`src/rtl/clock_divider_n.sv`:
```
// Multi-channel programmable clock divider: per-channel divided clock, end-of-period tick
// and run status, with divisor/enable changes taking effect only at period boundaries.
module clock_divider_n #(
    parameter int unsigned CHANNELS    = 4,
    parameter int unsigned DIV_W       = 16,
    parameter int unsigned DEFAULT_DIV = 2
) (
    input  logic                      clk,
    input  logic                      rst,
    input  logic [CHANNELS-1:0]       enable,
    input  logic [CHANNELS-1:0]       div_load,
    input  logic [CHANNELS*DIV_W-1:0] div_value,
    input  logic                      sync,
    output logic [CHANNELS-1:0]       clk_out,
    output logic [CHANNELS-1:0]       tick,
    output logic [CHANNELS-1:0]       active
);

    localparam logic [DIV_W-1:0] DIV_MIN = DIV_W'(2);
    localparam logic [DIV_W-1:0] DIV_RST = (DEFAULT_DIV < 2) ? DIV_MIN : DIV_W'(DEFAULT_DIV);

    typedef enum logic {
        ST_IDLE = 1'b0,
        ST_RUN  = 1'b1
    } state_t;

    // Divisors below 2 cannot form a high and a low phase, so they are raised to 2.
    function automatic logic [DIV_W-1:0] clamp_div(input logic [DIV_W-1:0] v);
        return (v < DIV_MIN) ? DIV_MIN : v;
    endfunction

    for (genvar g = 0; g < int'(CHANNELS); g++) begin : g_ch
        state_t           state_q;
        state_t           state_n;
        logic [DIV_W-1:0] cnt_q;
        logic [DIV_W-1:0] cnt_n;
        logic [DIV_W-1:0] div_q;
        logic [DIV_W-1:0] div_n;
        logic [DIV_W-1:0] pend_q;
        logic [DIV_W-1:0] pend_n;
        logic             pv_q;
        logic             pv_n;
        logic             clk_out_q;
        logic             tick_q;
        logic             active_q;
        logic [DIV_W-1:0] load_val;
        logic             wrap;

        assign load_val = clamp_div(div_value[g*DIV_W +: DIV_W]);
        assign wrap     = (cnt_q == div_q - DIV_W'(1));

        // State and counter registers; outputs are decoded from the next-cycle values.
        always_ff @(posedge clk) begin
            if (rst) begin
                state_q   <= ST_IDLE;
                cnt_q     <= '0;
                div_q     <= DIV_RST;
                pend_q    <= DIV_RST;
                pv_q      <= 1'b0;
                clk_out_q <= 1'b0;
                tick_q    <= 1'b0;
                active_q  <= 1'b0;
            end else begin
                state_q   <= state_n;
                cnt_q     <= cnt_n;
                div_q     <= div_n;
                pend_q    <= pend_n;
                pv_q      <= pv_n;
                clk_out_q <= (state_n == ST_RUN) && (cnt_n < (div_n >> 1));
                tick_q    <= (state_n == ST_RUN) && (cnt_n == div_n - DIV_W'(1));
                active_q  <= (state_n == ST_RUN);
            end
        end

        // Next state: wrap and sync are a single boundary where pending divisor and enable apply.
        always_comb begin
            state_n = state_q;
            cnt_n   = cnt_q;
            div_n   = div_q;
            pend_n  = pend_q;
            pv_n    = pv_q;
            case (state_q)
                ST_IDLE: begin
                    cnt_n = '0;
                    if (div_load[g]) begin
                        div_n  = load_val;
                        pend_n = load_val;
                        pv_n   = 1'b0;
                    end else if (enable[g] && pv_q) begin
                        div_n = pend_q;
                        pv_n  = 1'b0;
                    end
                    if (enable[g]) begin
                        state_n = ST_RUN;
                    end
                end
                ST_RUN: begin
                    if (wrap || sync) begin
                        cnt_n = '0;
                        if (pv_q) begin
                            div_n = pend_q;
                            pv_n  = 1'b0;
                        end
                        if (!enable[g]) begin
                            state_n = ST_IDLE;
                        end
                    end else begin
                        cnt_n = cnt_q + DIV_W'(1);
                    end
                    // A load on the boundary edge queues behind the value applied now.
                    if (div_load[g]) begin
                        pend_n = load_val;
                        pv_n   = 1'b1;
                    end
                end
                default: begin
                    state_n = ST_IDLE;
                    cnt_n   = '0;
                end
            endcase
        end

        assign clk_out[g] = clk_out_q;
        assign tick[g]    = tick_q;
        assign active[g]  = active_q;
    end

endmodule

```
`config.mk`:
```
export PLATFORM = sky130hd
export DESIGN_NAME = clock_divider_n
export DESIGN_NICKNAME = d
export VERILOG_FILES = /design/src/rtl/clock_divider_n.sv
export SDC_FILE = /design/constraint.sdc
export NUM_CORES = 1
export LEC_CHECK = 0
export BUFFER_PORTS_ARGS = -buffer_cell sky130_fd_sc_hd__buf_2
export CAP_MARGIN = 40
export CORE_MARGIN = 3
export CORE_UTILIZATION = 30
export CTS_CLUSTER_SIZE = 30
export DETAILED_ROUTE_END_ITERATION = 7
export PLACE_DENSITY = 0.44
export SLEW_MARGIN = 10
export SYNTH_ARGS = -nofsm -noshare
export SYNTH_HDL_FRONTEND = slang
export SYNTH_SLANG_ARGS = --single-unit
```
`constraint.sdc`:
```
create_clock -name clk -period 6.6 [get_ports clk]
set_input_delay 0.33 -clock clk [delete_from_list [all_inputs] [get_ports clk]]
set_output_delay 0.33 -clock clk [all_outputs]
set_load 0.05 [all_outputs]
```
==> reports/results.tsv <==
stage	metric	value	unit
clocking	TritonCTS Buffers	29	
grt	global-route wire length before repair	86200	um
place	GPL Wtd Cong	0.866	
synth	post-synth top area cell	dfxtp_1	
synth	Gate Count Post-Synth	2180	
worst_setup_path	critical path endpoint category	flop	
finish	antenna fix cells	0	
finish	Nets	2331	
synth	sequential cell area fraction in the yosys report	25.3	%
sta	Worst-Margin Slew	0.879	ns
synth	#FFs+latches synth	208	
status	outcome	finished clean	
die	Die ar.	57800	um^2
die	Ports	87	
detailed_routing	post-route ant nets	0	
clocking	Clock transition at path regs	0.06	ns
detailed_routing	DRT iter0 DRCs	996	
synth	Mean Syn Cell Area	7.56	um^2
sta	Relative slew margins	41.4	%
synth	Syn Nets	2323	
finish	Seq. cell area	4160	um^2
grt	total gr overflow	0	
finish	commonest non-fill, non-tap cell in the layout	nor2_1	
grt	largest net degree at the start of global routing	142	
finish	ratio of cells with drive above 1 in the final layout	10.3	%
finish	footprint of the multi-input gates	11400	um^2
synth	number of synthesized flops with an enable pin	0	
sta	clk_skew	0.0193	ns
finish	fill count	5690	
sta	count of final hold-check violations	0	
finish	Area Overhead vs Synth	12.2	%
power	total chip power	3.95	mW
clocking	Clock Tree Buf Depth	3	
sta	final worst path period need	5.58	ns
grt	antenna violations before repair	1	
grt	number of global-route vias before repair	15400	
power	Leak	7.36	nW
clocking	H-tree Lvls	1	
die	chip width	240	um
synth	post-synth top area share	25.3	%
sta	Max Freq	179	MHz
sta	setup TNS	0	ns
power	VDD IR max	0.196	mV
detailed_routing	Detailed Route WL	53600	um
die	Initial Util	30.5	%
synth	Async SR Flop Fraction	0	%
run	Max Cap Violations	0	
sta	RSZ-0062 raised after global routing	no	
worst_hold_path	worst min path class	primary input to flop	
synth	Synth cell types	92	
finish	Post-Layout Cell Count	2907	
die	Die Ht	240	um
power	PD cells	214	nW/um^2
worst_setup_path	Worst setup SP type	flop	
finish	most frequent cells in the layout	275 x nor2_1, 208 x dfxtp_1, 176 x nand2_1	
detailed_routing	drt pass-1 iters	7	
die	Core ar.	54100	um^2
detailed_routing	Via Count	15800	
clocking	root buffer cell	clkbuf_16	
worst_setup_path	critical path class	flop to flop	
detailed_routing	Avg WL per Cell	18.4	um
place	Post-Place Cells	2845	
detailed_routing	vias per cell	5.43	
place	# port buffers	86	
grt	gr usage total	18.4	%
place	DP HPWL	39600	um
clocking	CTS Sinks	208	
clocking	CTS-repair resized insts	0	
sta	final max-slew violation count	0	
sta	hold slack	0.0361	ns
synth	Syn Std Cell Area	16500	um^2
sta	period utilization	84.5	%
detailed_routing	DRC errors left	0	
synth	Ys Warns	0	
die	Rows	85	
synth	top_reg_cell synth	dfxtp_1	
synth	Area contributors post-synth	dfxtp_1 25%, mux2i_1 6.6%, nor2_1 6.3%	
worst_setup_path	Worst EP arrival	6.05	ns
sta	Setup-failing EPs final	0	
clocking	worst skew pair latency	0.58	ns
worst_setup_path	CP required	7.07	ns
worst_setup_path	Crit Path Max Fanout	11	
clocking	CTS tree	yes	
place	Placement Cell Area	17400	um^2
finish	finished layout cell area	18500	um^2
[kinds of logic after synthesis]
| family | share of synthesized area [%] |
|---|---|
| flops | 25.3 |
| xor+xnor | 10.8 |
| simple gates | 26.9 |
| compound gates | 18.3 |
| fa+ha+maj | 5.22 |
| buf+inv | 5.48 |
| mux | 7.95 |
[worst max-delay path: stages, from the launching register on]
cell,delay (ns)
dfxtp_1,0.38
inv_1,0.09
ha_1,0.22
nor3b_1,0.71
o21ai_0,0.21
a32oi_1,0.23
o21ai_0,0.18
and3_1,0.37
a21oi_1,0.74
mux2_2,0.41
a21oi_1,0.27
ha_1,0.35
inv_1,0.10
or3_1,0.47
nor2_1,0.16
xnor2_1,0.12
o2111ai_1,0.13
nor4b_1,0.32
[report_power, final]
| group | leakage [nW] | switching [mW] | internal [mW] |
|---|---|---|---|
| combinational | 5.16 | 0.529 | 0.341 |
| clock | 0.493 | 0.643 | 1.03 |
| sequential | 1.70 | 0.0914 | 1.31 |
| total | 7.36 | 1.26 | 2.69 |
[through the flow]
step	setup WS [ns]	util (%)
floorplan	1.80	-
global placement	1.02	32.1
detailed placement	1.06	32.2
CTS	1.01	34.2
global route	0.604	34.2
finish	1.02	34.2
[registers in the layout, summed over array words and instances (netlist names)]
| signal | count |
|---|---|
| g_ch.clk_out_q | 4 |
| g_ch.cnt_q | 64 |
| g_ch.tick_q | 4 |
| g_ch.active_q | 4 |
| g_ch.pv_q | 4 |
| g_ch.pend_q | 64 |
| g_ch.div_q | 64 |
[synth_stat cells (14+ instances only)]
cell,n
nor2_1,275
dfxtp_1,208
nand2_1,176
a21oi_1,139
clkbuf_1,114
xnor2_1,109
mux2i_1,108
nor3_1,99
nand3_1,98
xor2_1,90
o21ai_0,75
inv_1,72
ha_1,68
nor4_1,39
nand2b_1,37
nand4_1,36
and3_1,21
a211oi_1,20
a311oi_1,20
a21o_1,19
mux2_2,19
o211ai_1,19
buf_1,17
nand3b_1,15
nor2b_1,15
or2_2,15
and2_1,14
o21a_1,14
or3_1,14
[timing repair]
action,in CTS,in global routing
hold buffers,8,0
buffers inserted,0,0
endpoints found under the hold margin,8,0
[metal layers]
layer  GRT usage, %  vias up  share of wire, %
met5              0        -                 0
met4           3.72        0               1.9
met3           2.06       56               3.7
met2           30.3      315                45
met1           26.0     7585                49
li1               -     7832                 -
[worst paths after layout]
check	start	to	slack [ns]	depth (start not counted)
max	g_ch[3].div_q[0]	g_ch[3].tick_q	1.02	17
min	div_value[57]	g_ch[3].pend_q[9]	0.04	3
max reg2reg	g_ch[3].div_q[0]	g_ch[3].tick_q	1.02	17
min reg2reg	g_ch[1].pend_q[0]	g_ch[1].pend_q[0]	0.48	2
[layout make-up]
type / count / share of cell area (%)
multi-input combinational: 1749 / 61.7
inverter: 73 / 1.48
clock buffer: 38 / 4.27
tap: 696 / 4.71
timing repair buffer: 127 / 4.14
clock inverter: 16 / 1.16
sequential: 208 / 22.5
Note: power is estimated with default switching activity, not from simulation.
